==> src/rtl/apb_master_arbiter.sv <==
// APB N-to-1 master arbiter for the SoC peripheral segment.
// Round-robin grant, one transfer at a time, with an optional ACCESS timeout.
module apb_master_arbiter #(
  parameter int N_MST          = 2,
  parameter int ADDR_WIDTH     = 32,
  parameter int DATA_WIDTH     = 32,
  parameter int TIMEOUT_CYCLES = 256
) (
  input  logic                        clk_i,
  input  logic                        rst_ni,
  input  logic [N_MST-1:0]            mst_psel_i,
  input  logic [N_MST-1:0]            mst_penable_i,
  input  logic [N_MST-1:0]            mst_pwrite_i,
  input  logic [N_MST*ADDR_WIDTH-1:0] mst_paddr_i,
  input  logic [N_MST*DATA_WIDTH-1:0] mst_pwdata_i,
  output logic [N_MST-1:0]            mst_pready_o,
  output logic [N_MST*DATA_WIDTH-1:0] mst_prdata_o,
  output logic [N_MST-1:0]            mst_pslverr_o,
  output logic                        slv_psel_o,
  output logic                        slv_penable_o,
  output logic                        slv_pwrite_o,
  output logic [ADDR_WIDTH-1:0]       slv_paddr_o,
  output logic [DATA_WIDTH-1:0]       slv_pwdata_o,
  input  logic                        slv_pready_i,
  input  logic [DATA_WIDTH-1:0]       slv_prdata_i,
  input  logic                        slv_pslverr_i,
  output logic                        busy_o,
  output logic [$clog2(N_MST)-1:0]    grant_o,
  output logic                        timeout_o
);

  localparam int GW = $clog2(N_MST);
  localparam int CW =
    (TIMEOUT_CYCLES > 1) ? $clog2(TIMEOUT_CYCLES) : 1;
  localparam bit T_EN = (TIMEOUT_CYCLES != 0);
  localparam logic [CW-1:0] T_LAST =
    T_EN ? CW'(TIMEOUT_CYCLES - 1) : '0;
  localparam logic [GW-1:0] LAST_IDX = GW'(N_MST - 1);

  typedef enum logic [1:0] {
    IDLE,
    SETUP,
    ACCESS
  } state_t;

  state_t          state_q;
  state_t          state_d;
  logic [GW-1:0]   ptr_q;
  logic [GW-1:0]   gnt_q;
  logic [CW-1:0]   cnt_q;
  logic [GW-1:0]   idx;
  logic [GW-1:0]   pick;
  logic            pick_vld;
  logic            done;
  logic            tmo;
  logic            hit;

  logic [ADDR_WIDTH-1:0] addr_a [N_MST];
  logic [DATA_WIDTH-1:0] wdat_a [N_MST];
  logic [DATA_WIDTH-1:0] rdat_a [N_MST];

  for (genvar g = 0; g < N_MST; g++) begin : g_unpack
    assign addr_a[g] =
      mst_paddr_i[g*ADDR_WIDTH +: ADDR_WIDTH];
    assign wdat_a[g] =
      mst_pwdata_i[g*DATA_WIDTH +: DATA_WIDTH];
    assign mst_prdata_o[g*DATA_WIDTH +: DATA_WIDTH] =
      rdat_a[g];
  end

  // search starts one past the last grant, wrapping
  always_comb begin
    idx      = ptr_q;
    pick     = '0;
    pick_vld = 1'b0;
    for (int i = 0; i < N_MST; i++) begin
      idx = (idx == LAST_IDX) ? '0 : idx + 1'b1;
      if (!pick_vld && mst_psel_i[idx]) begin
        pick     = idx;
        pick_vld = 1'b1;
      end
    end
  end

  always_comb begin
    state_d = state_q;
    done    = 1'b0;
    tmo     = 1'b0;
    unique case (state_q)
      IDLE: begin
        if (pick_vld) state_d = SETUP;
      end
      SETUP: begin
        state_d = ACCESS;
      end
      ACCESS: begin
        if (slv_pready_i) begin
          done    = 1'b1;
          state_d = IDLE;
        end else if (T_EN && cnt_q == T_LAST) begin
          done    = 1'b1;
          tmo     = 1'b1;
          state_d = IDLE;
        end
      end
      default: begin
        state_d = IDLE;
      end
    endcase
  end

  always_ff @(posedge clk_i or negedge rst_ni) begin
    if (!rst_ni) begin
      state_q      <= IDLE;
      ptr_q        <= LAST_IDX;
      gnt_q        <= '0;
      cnt_q        <= '0;
      slv_pwrite_o <= 1'b0;
      slv_paddr_o  <= '0;
      slv_pwdata_o <= '0;
    end else begin
      state_q <= state_d;
      if (state_q == IDLE && pick_vld) begin
        ptr_q        <= pick;
        gnt_q        <= pick;
        slv_pwrite_o <= mst_pwrite_i[pick];
        slv_paddr_o  <= addr_a[pick];
        slv_pwdata_o <= wdat_a[pick];
      end
      if (state_q == SETUP) begin
        cnt_q <= '0;
      end else if (state_q == ACCESS && cnt_q != '1) begin
        cnt_q <= cnt_q + 1'b1;
      end
    end
  end

  // a master that dropped its request mid-transfer loses the response
  assign hit = done && mst_psel_i[gnt_q] && mst_penable_i[gnt_q];

  always_comb begin
    mst_pready_o  = '0;
    mst_pslverr_o = '0;
    rdat_a        = '{default: '0};
    if (hit) begin
      mst_pready_o[gnt_q]  = 1'b1;
      mst_pslverr_o[gnt_q] = tmo | slv_pslverr_i;
      rdat_a[gnt_q]        = tmo ? '0 : slv_prdata_i;
    end
  end

  assign slv_psel_o    = (state_q != IDLE);
  assign slv_penable_o = (state_q == ACCESS);
  assign busy_o        = (state_q != IDLE);
  assign grant_o       = gnt_q;
  assign timeout_o     = tmo;

endmodule

==> config.mk <==
export PLATFORM = sky130hd
export DESIGN_NAME = apb_master_arbiter
export DESIGN_NICKNAME = d
export VERILOG_FILES = /design/src/rtl/apb_master_arbiter.sv
export SDC_FILE = /design/constraint.sdc
export NUM_CORES = 1
export LEC_CHECK = 0
export BUFFER_PORTS_ARGS = -buffer_cell sky130_fd_sc_hd__buf_2
export CORE_MARGIN = 5
export CORE_UTILIZATION = 30
export CTS_CLUSTER_SIZE = 14
export DETAILED_ROUTE_END_ITERATION = 16
export SYNTH_ARGS = -nofsm -noshare
export SYNTH_HDL_FRONTEND = slang
export SYNTH_SLANG_ARGS = --single-unit
==> constraint.sdc <==
create_clock -name clk_i -period 5.71 [get_ports clk_i]
set_clock_uncertainty 0.05 [all_clocks]
set_input_delay 0.571 -clock clk_i [delete_from_list [all_inputs] [get_ports clk_i]]
set_output_delay 0.571 -clock clk_i [all_outputs]
set_load 0.01 [all_outputs]
## Yosys cells after proc, flatten, opt, wreduce, memory -nomap -nowiden

Cells that the tools add are included.

| word-level totals | value |
|---|---|
| input port bits | 170 |
| logic and storage cells | 82 |
| register bits after elaboration | 77 |

| operators by class | value |
|---|---|
| reduce and logical (&&, ||, !) cells | 12 |
| equality and inequality tests | 6 |
| bitwise operators | 5 |
| add/subtract/negate cells | 3 |
| mux-type cells | 41 |
| $lt $le $gt $ge | 8 |

Operators with widths:

| cell | count |
|---|---|
| 32-bit 2-to-1 mux | 8 |
| 64-bit bitwise AND | 1 |
| 64-bit 2-to-1 mux | 1 |
| 32-bit demux with 1-bit select | 1 |
| 1-bit 2-to-1 mux | 22 |
| 8-bit 2-to-1 mux | 2 |
| 2-bit 2-to-1 mux | 5 |
| 8-bit by 1-bit adder with 8-bit output, second input constant | 1 |
| 8-bit == test, second input constant | 1 |
| 1-bit by 2-bit less-than comparator with 1-bit output, second input constant | 4 |
| 8-bit inequality test, second input constant | 1 |
| 1-bit logical AND | 7 |
| 2-bit case mux with 3 select lines | 1 |
| 2-bit >= comparator, second input constant | 2 |
| 1-bit inverter with 2-bit output | 2 |
| 2-bit nonzero test | 2 |
| 3-bit by 1-bit inequality test with 1-bit output, second input constant | 1 |
| 1-bit adder, second input constant | 2 |
| 2-bit bitwise AND | 1 |
| 2-bit by 1-bit == test with 1-bit output, second input constant | 1 |
| 2-bit == test, second input constant | 1 |
| 2-bit logical NOT | 1 |
| 2-bit by 1-bit less-than comparator with 1-bit output, second input constant | 1 |
| 2-bit inequality test, second input constant | 1 |
| 5 further kinds | 5 |

## Depth between registers and ports, before layout

Gate-level depths: netlist (run 1).

| depth | value |
|---|---|
| word-level depth | 12 |
| depth in mapped cells | 7 |
| gate-level depth less buffers | 6 |

## Least setup slack after synthesis (run 1)

OpenSTA, ideal clock, no wires.

| timing path | value |
|---|---|
| path kind | reg2out |
| start | register cnt_q[0] |
| end | output port mst_prdata_o[0] |
| data required time | 5.089 ns |
| stages on the path, launching flop included | 8 |
| path buffers | 2 |
| arrival time | 1.660 ns |
| setup slack | 3.429 ns |
| cells stage by stage | dfrtp_1 -> ha_1 -> and4_4 -> nand2_2 -> or3_4 -> buf_6 -> buf_6 -> and3_1 |

| on the way | value |
|---|---|
| cells in the longest elaborated chain, start to end | 7 |

Ends and longest elaborated chain:

| element | line | RTL |
|---|---|---|
| from (decl) | 50 | `logic [CW-1:0] cnt_q;` |
| from (signal assigned) | 133 | `cnt_q <= cnt_q + 1'b1;` |
| 8-bit == test (*) | 100 | `end else if (T_EN && cnt_q == T_LAST) begin` |
| 1-bit 2-to-1 mux (*) | 100 |  |
| 1-bit 2-to-1 mux | 97 | `if (slv_pready_i) begin` |
| 1-bit 2-to-1 mux | 89 | `unique case (state_q)` |
| 32-bit 2-to-1 mux / 1-bit logical AND (equally long branches) | 148, 139 |  |
| 64-bit bitwise AND (no source line) / 1-bit logical AND (equally long branches) | -- |  |
| 64-bit 2-to-1 mux (*) | 145 | `if (hit) begin` |
| to (decl) | 17 | `output logic [N_MST*DATA_WIDTH-1:0] mst_prdata_o,` |

Mark *: on every way between the ends. The rest lies on a longest branch, timed or not.

## Final worst setup path (run 1)

| timing path | value |
|---|---|
| start | register cnt_q[0] |
| end | output port mst_prdata_o[52] |

Same word-level chain as after synthesis.

==> reports/results.ini, run 1 <==
[floorplanning]
dieWidth_um=127.7
die_y_um=127.7
initial_core_util_pct=30.31
core-area_mm2=0.01372
die_area_mm2=0.01632
rows=43
io_pins=308

[sta]
slew_headroom_pct=35.83
holdWs_ns=0.3431
timing.fmax_ghz=0.3205
hold_violations=0
setup_viol=0
post-route-period-util_pct=54.64
fin_setup_tns_ns=0
period_needed_ns=3.120
rsz0062_at_grt=no
layout_setup_ws_ns=2.590
report.final.slew_viol_count=0
tightest_slew_ns=0.9625

[global_routing]
grt_max_degree=90
grt_pass1_wl_mm=20.76
grt_pass1_vias=4210
overflow=0
grtUsageTotal_pct=15.83
antenna_found_initial=0

[synth]
yosys.area.top_type=dfrtp_1
synth_area_mm2=0.004159
synth_edf_count=0
ys.flop_type=dfrtp_1
ys_ff_latch=77
synth_top_area_share_pct=45.73
ys_top_cells_by_area=dfrtp_1, mux2i_1, and3_1
synth_cell_type_count=34
synth_area_per_cell_um2=9.650
yosysWarningCount=0
syn-instance-count=431
async_flop_share_pct=100.0
synth_nets=602
ys_top_cells_by_count=dfrtp_1, a21oi_1, mux2i_1, nor2_1, and3_1
synth_most_common_cell=dfrtp_1
ys_seq_area_share_pct=46.36

[routing]
via_per_inst=4.681
vias=4222
antenna_left=0
drc=0
finalWirelength_mm=13.59
wl_per_cell_um=15.06
drt_iter0_markers=142
first_pass_iters=6

[critical_path]
cp.required_ns=5.09
start_kind=register
worstSetupPathType=register to output pin
cp.arrival_ns=2.50
cp-end-kind=output pin
worst-path-max-fanout=34

[clock_tree]
clock_latency_ns=0.32
cts_tree=yes
cts_buffers=9
post_cts_buffers=0
clock_sinks=77
post_cts_resized=0
clock-root-buffer=clkbuf_16
htree_levels=3
clk_pin_slew_ns=0.06
clockBufferDepth=2
hold_buffers=0

[finish]
post-route-util_pct=44.00
ff_latch_area_mm2=0.001928
nNetsFinal=887
area_delta_synth_final_pct=45.16
final_area_mm2=0.006037
n_fill_cell=1376
fin_cells=902
multi_input_area_mm2=0.002003
drive_above_1_share_pct=47.43

[pwr]
vdd_ir_drop_max_mv=0.2018
power_density_mw_per_mm2=426.2
total_power_mw=2.573
p_leak_nw=3.388

[placed_design]
port_buffers=307
dp_hpwl_mm=10.83
place_congestion=0.9966
placedCellCount=884
placed_cell_area_mm2=0.005737
place_ws_ns=2.671

[run_status]
status=completed

[flow_run]
drv_cap=0

[hold_path]
min_path_type=primary input to async pin

==> critical path, stage by stage, from the launching register on <==
cell,delay (ns)
dfrtp_1,0.41
ha_1,0.24
and4_4,0.29
a21oi_4,0.09
nor3_4,0.74
and3_1,0.27
buf_2,0.13
==> placed cells by master, fill, tap and decap left out, types with 5 or more instances in the layout <==
cell,synthesis,layout
a21oi_1,70,70
nand2_1,10,10
dfrtp_1,76,76
buf_2,14,306
and3_1,60,60
inv_1,5,5
clkbuf_16,0,9
nand3_1,5,5
and3_2,5,5
nor2_1,67,67
mux2i_1,67,67
==> area by class of cell <==
| type | count | share of cell area (%) |
|---|---|---|
| Antenna cell | 1 | 0.04145 |
| Clock buffer | 11 | 4.187 |
| Clock inverter | 5 | 0.5596 |
| Inverter | 5 | 0.3109 |
| Multi-Input combinational cell | 312 | 33.18 |
| Sequential cell | 77 | 31.94 |
| Tap cell | 180 | 3.731 |
| Timing Repair Buffer | 311 | 26.05 |
==> state kept, by name (all words and copies together), names as in the netlist <==
register	count
cnt_q	8
grant_o	1
ptr_q	1
slv_paddr_o	32
state_q	2
slv_pwdata_o	32
slv_pwrite_o	1
==> cells by family after synthesis <==
kind of cell,synth area share (%)
muxes,16.13
and+or+nand+nor,20.19
adders and majority gates,0.3008
xor gates and xnor gates,0.2106
buffers and inverters,5.926
AOI/OAI and AO/OA,10.89
DFF,46.36
==> metal layers <==
layer  vias to the layer above  track usage (%)  routed length [µm]
met2                       229            27.97                6790
met4                         0            5.181                 196
li1                       2077                -                   -
met5                         -                0                   0
met1                      1901            18.14                5183
met3                        15            4.958                1417
==> power by group <==
part / internal [mW] / switching [mW] / leakage (nW)
logic: 0.438 / 0.653 / 2.38
clock network: 0.318 / 0.220 / 0.138
registers: 0.802 / 0.142 / 0.871
==> final timing paths <==
check,from,endpoint,slack [ns],depth (start not counted)
setup reg to reg,state_q[1]$_DFFE_PN0P_,slv_pwdata_o[26]$_DFFE_PN0P_,3.42,5
min in group clk_i,cnt_q[7]$_DFFE_PN0P_,cnt_q[7]$_DFFE_PN0P_,0.42,1
max in group asynchronous,rst_ni,slv_pwdata_o[3]$_DFFE_PN0P_,4.65,1
setup / recovery,cnt_q[0]$_DFFE_PN0P_,mst_prdata_o[52],2.59,6
hold reg to reg,cnt_q[7]$_DFFE_PN0P_,cnt_q[7]$_DFFE_PN0P_,0.42,1
hold / removal,rst_ni,slv_paddr_o[25]$_DFFE_PN0P_,0.34,1
(Power assumes the default switching activity.)
==> run 2, diff against run 1 <==
Settings changed: ABC_AREA from default to 1.
Clock period 5.71 ns to 3.1 ns, I/O delays scaled along.
==> run 2 against run 1 <==
Final cell count rose by 15%. Routed wire length rose by 9.2%. Critical path depth increased by 4.
==> reports/results.ini, run 2 <==
[run_status]
status=completed

[global_routing]
overflow=0
grt_pass1_wl_mm=22.39
antenna_found_initial=1
grt_pass1_vias=4448
grt_max_degree=101
grtUsageTotal_pct=17.20

[sta]
report.final.slew_viol_count=0
timing.fmax_ghz=0.3827
post-route-period-util_pct=84.29
setup_viol=0
fin_setup_tns_ns=0
tightest_slew_ns=0.9973
slew_headroom_pct=33.51
period_needed_ns=2.613
hold_violations=0
layout_setup_ws_ns=0.4871
rsz0062_at_grt=no

[synth]
synth_most_common_cell=nand2_1
synth_area_per_cell_um2=7.501
async_flop_share_pct=100.0
synth_nets=733
synth_area_mm2=0.004215
ys_top_cells_by_count=nand2_1, nor2_1, dfrtp_1, a31oi_1, nand2_2
yosysWarningCount=0
synth_top_area_share_pct=45.12
ys_ff_latch=77
ys_seq_area_share_pct=45.74
ys_top_cells_by_area=dfrtp_1, nand2_1, nor2_1
synth_edf_count=0
syn-instance-count=562
synth_cell_type_count=25
yosys.area.top_type=dfrtp_1
ys.flop_type=dfrtp_1

[floorplanning]
dieWidth_um=128.5
rows=43
die_y_um=128.5
io_pins=308
initial_core_util_pct=30.49
core-area_mm2=0.01383
die_area_mm2=0.01652

[critical_path]
cp-end-kind=output pin
start_kind=register
worstSetupPathType=register to output pin
worst-path-max-fanout=23
cp.arrival_ns=2.25
cp.required_ns=2.74

[hold_path]
min_path_type=primary input to async pin

[finish]
fin_cells=1033
reg_top3=slv_paddr_o (32), slv_pwdata_o (32), cnt_q (8)
mostFrequentLayoutCells=buf_2, nand2_1, nor2_1
nNetsFinal=1020
drive_above_1_share_pct=43.85
final_common_cell=buf_2
area_delta_synth_final_pct=44.52
antenna_cells=0

[routing]
antenna_left=0
via_per_inst=4.502
drt_iter0_markers=166
first_pass_iters=6
finalWirelength_mm=14.83
wl_per_cell_um=14.36
vias=4651
drc=0

[clock_tree]
cts_buffers=9
post_cts_resized=0
clock_latency_ns=0.33
clk_pin_slew_ns=0.06
hold_buffers=0
post_cts_buffers=0
htree_levels=3
clock_sinks=77
cts_tree=yes
clock-root-buffer=clkbuf_16
clockBufferDepth=2

[pwr]
p_leak_nw=3.368
vdd_ir_drop_max_mv=0.4308
power_density_mw_per_mm2=810.9

[placed_design]
place_ws_ns=0.8018
port_buffers=307
place_congestion=0.8087
placedCellCount=1018
dp_hpwl_mm=11.52

[flow_run]
drv_cap=0

==> run 2: cell count changes in the layout (fill, tap and decap cells not counted), moves of 4 or more <==
cell     before  now
nand2_1      10  170
a31oi_1       2   65
nor2_4        0    4
nor2_1       67  135
mux2i_1      67    0
nand2_2       1   27
inv_1         5   13
and3_1       60    0
nor2_2        0    7
a21oi_1      70    2
and3_2        5    0
==> run 2: worst max-delay path, stage by stage (launching register included) <==
cell,delay [ns]
dfrtp_1,0.42
ha_1,0.24
nand2_2,0.10
nor2_4,0.05
nand2_4,0.10
nor2_4,0.04
inv_2,0.38
buf_4,0.25
nand2_2,0.06
nor2_1,0.12
buf_2,0.16
==> run 2: final timing paths <==
check / depth (start not counted) / slack (ns) / start / end
max in group asynchronous: 1 / 2.27 / rst_ni / slv_paddr_o[19]$_DFFE_PN0P_
min: 1 / 0.1 / rst_ni / slv_pwdata_o[11]$_DFFE_PN0P_
max reg2reg: 5 / 1.33 / ptr_q$_DFFE_PN1P_ / slv_pwdata_o[22]$_DFFE_PN0P_
min in group clk_i: 3 / 0.17 / mst_paddr_i[58] / slv_paddr_o[26]$_DFFE_PN0P_
max: 10 / 0.49 / cnt_q[0]$_DFFE_PN0P_ / mst_prdata_o[16]
min reg2reg: 2 / 0.44 / ptr_q$_DFFE_PN1P_ / ptr_q$_DFFE_PN1P_
==> run 2: cells by family (layout without fill, tap and decap cells) <==
group / Yosys count / count (layout) / synth area share (%)
adder cells (fa/ha/maj): 1 / 1 / 0.2968
flip-flops: 77 / 77 / 45.74
buffers and inverters: 54 / 345 / 7.272
AND/OR/NAND/NOR: 356 / 356 / 35.74
XOR/XNOR: 2 / 2 / 0.4156
AO/OA/AOI/OAI: 72 / 72 / 10.54
==> run 2: through the flow <==
step | utilization [%] | power, mW | area (µm²) | hold slack [ns]
final | 44.06 | 4.940 | 6092 | 0.09600
after CTS | 44.06 | 5.033 | 6092 | 0.1333
after global placement | 41.95 | 3.955 | 5801 | 0.4193
after detailed placement | 41.95 | 3.963 | 5801 | 0.4327
after global routing | 44.06 | 5.338 | 6092 | 0.1594
after floorplan | - | 3.083 | 4215 | -0.03559
==> run 2: layout make-up <==
class,count,area (µm²)
Fill cell,1485,7735
Multi-Input combinational cell,431,1983
Sequential cell,77,1928
Timing Repair Buffer,314,1604
Clock buffer,11,242.7
Tap cell,180,225.2
Inverter,16,60.06
Clock inverter,4,48.80
==> run 2: power by group <==
part | leakage, nW | switching (mW) | internal (mW) | total [mW]
Combinational | 2.34 | 1.29 | 0.843 | 2.14
Sequential | 0.882 | 0.259 | 1.50 | 1.75
Clock | 0.145 | 0.410 | 0.640 | 1.05
==> run 2: layer usage <==
layer | share of wire, % | vias up | track usage (%)
li1 | - | 2370 | -
met1 | 38 | 2061 | 18.52
met2 | 49 | 205 | 30.83
met3 | 11 | 13 | 6.642
met4 | 1.5 | 2 | 5.930
met5 | 0.088 | - | 0
==> run 3, diff against run 2 <==
Settings changed: ABC_AREA 1 to 0.
Clock period 3.1 ns to 2.67 ns, I/O delays scaled along.
==> run 3 against run 2 <==
Power rose by 17%. Design area rose by 1.1%. Final cell count fell by 12%. Critical path depth fell by 4. Sequential share of layout area fell by 0.35 points. Critical endpoint is now mst_prdata_o[31]. Highest routed layer is now met4.
==> reports/results.ini, run 3 (synthesized netlist as in run 1, its figures left out) <==
[global_routing]
overflow=0
grtUsageTotal_pct=15.99
grt_pass1_wl_mm=20.88
grt_pass1_vias=4225
antenna_found_initial=0
grt_max_degree=95

[finish]
area_delta_synth_final_pct=48.10
fin_cells=904
reg_top3=slv_paddr_o (32), slv_pwdata_o (32), cnt_q (8)
antenna_cells=0
final_area_mm2=0.006160
mostFrequentLayoutCells=buf_2, dfrtp_1, a21oi_1
nNetsFinal=891
n_fill_cell=1332
final_common_cell=buf_2
drive_above_1_share_pct=47.93

[clock_tree]
clock_latency_ns=0.32
clk_pin_slew_ns=0.06
clockBufferDepth=2
cts_tree=yes
hold_buffers=0
clock-root-buffer=clkbuf_16
htree_levels=3
clock_sinks=77
cts_buffers=9

[pwr]
p_sw_mw=2.201
clkPwrFrac_pct=23.8
combinationalPowerShare_pct=41.4
switching_share_pct=37.96
pwr-share-seq_pct=34.8
p_leak_nw=3.440
power_density_mw_per_mm2=941.3
power.internal_mw=3.597
total_power_mw=5.798
vdd_ir_drop_max_mv=0.4379

[floorplanning]
die_y_um=127.7
rows=43
die_area_mm2=0.01632
dieWidth_um=127.7
core-area_mm2=0.01372
io_pins=308
initial_core_util_pct=30.31

[placed_design]
place_congestion=0.9841
port_buffers=307
placed_cell_area_mm2=0.005804
placedCellCount=888
place_ws_ns=0.4343
dp_hpwl_mm=10.90

[critical_path]
r2r_cells=5
r2r_slack_ns=0.75
cp.arrival_ns=2.21
worst-path-max-fanout=33
r2r-end=slv_pwdata_o[18]$_DFFE_PN0P_
worstSetupPathType=register to output pin
cp.required_ns=2.35
r2r_start=state_q[1]$_DFFE_PN0P_
cp-end-kind=output pin
start_kind=register

[sta]
timing.fmax_ghz=0.3950
tightest_slew_ns=0.9618
slew_headroom_pct=35.88
report.final.slew_viol_count=0
post-route-period-util_pct=94.82
rsz0062_at_grt=no
setup_viol=0
period_needed_ns=2.532
layout_setup_ws_ns=0.1384
fin_setup_tns_ns=0
hold_violations=0

[routing]
vias=4246
finalWirelength_mm=13.93
drt_iter0_markers=137
via_per_inst=4.697
antenna_left=0
wl_per_cell_um=15.40
first_pass_iters=4
drc=0

[hold_path]
min_path_type=primary input to async pin

[flow_run]
drv_cap=0

[run_status]
status=completed

run 3: cell types whose count changed in the layout (fill, tap and decap cells not counted), moves of 4 or more:
cell and delta:
a21oi_1 +68, a31oi_1 -63, and3_1 +60, and3_2 +5
inv_1 -9, mux2i_1 +67, nand2_1 -160, nand2_2 -26
nor2_1 -68, nor2_2 -7, nor2_4 -4
run 3: worst max-delay path by stage:
stage / from / endpoint / slack (ns)
after floorplan: cnt_q[0]$_DFFE_PN0P_ / mst_prdata_o[0] / 0.69
after global placement: cnt_q[0]$_DFFE_PN0P_ / mst_pslverr_o[1] / 0.50
after detailed placement: cnt_q[0]$_DFFE_PN0P_ / mst_pslverr_o[1] / 0.43
after CTS: cnt_q[0]$_DFFE_PN0P_ / mst_pslverr_o[1] / 0.07
after global routing: cnt_q[0]$_DFFE_PN0P_ / mst_pslverr_o[1] / 0.02
final: cnt_q[0]$_DFFE_PN0P_ / mst_prdata_o[31] / 0.14
run 3: final cells by class:
cell class	instances	area [µm²]	area share [%]
inverters	5	18.77	0.3047
repair buffers	314	1633	26.51
flip-flops and latches	77	1928	31.30
clock buffers	9	225.2	3.656
multi-input cells	313	2017	32.74
well taps	180	225.2	3.656
clock inverters	6	112.6	1.828
run 3: worst max-delay path, stage by stage (launching register included):
cell and delay, ns:
dfrtp_1 0.40, ha_2 0.23, and4_4 0.28, nand2_2 0.07, or3_4 0.52, and3_2 0.25
buf_2 0.14
run 3: power by group through the flow:
| stage | combinational [mW] | sequential (mW) | clock (mW) |
|---|---|---|---|
| global route | 2.67 | 2.09 | 1.47 |
| CTS | 2.45 | 2.02 | 1.42 |
| floorplan | 1.19 | 2.25 | 0 |
| detailed placement | 2.45 | 2.03 | 0 |
| global placement | 2.39 | 2.01 | 0 |
| finish | 2.40 | 2.02 | 1.38 |
run 3: repair_timing:
item | 4_1_cts | 5_1_grt
buffers inserted | 0 | 0
gates resized for setup | 0 | 4
endpoints found under the setup margin | 0 | 25
run 3: through the flow:
stage | util (%) | hold WS (ns)
4_1_cts | 44.77 | 0.08548
5_1_grt | 44.90 | 0.1266
2_1_floorplan | - | -0.07859
6_report | 44.90 | 0.03185
3_3_place_gp | 42.31 | 0.4121
3_5_place_dp | 42.31 | 0.4177
run 3: routing by layer:
| metal | routed length (µm) | vias up | track usage (%) |
|---|---|---|---|
| met5 | 0 | - | 0 |
| met3 | 1405 | 19 | 4.917 |
| li1 | - | 2090 | - |
| met4 | 316 | 0 | 6.679 |
| met2 | 6905 | 215 | 27.51 |
| met1 | 5297 | 1922 | 18.42 |
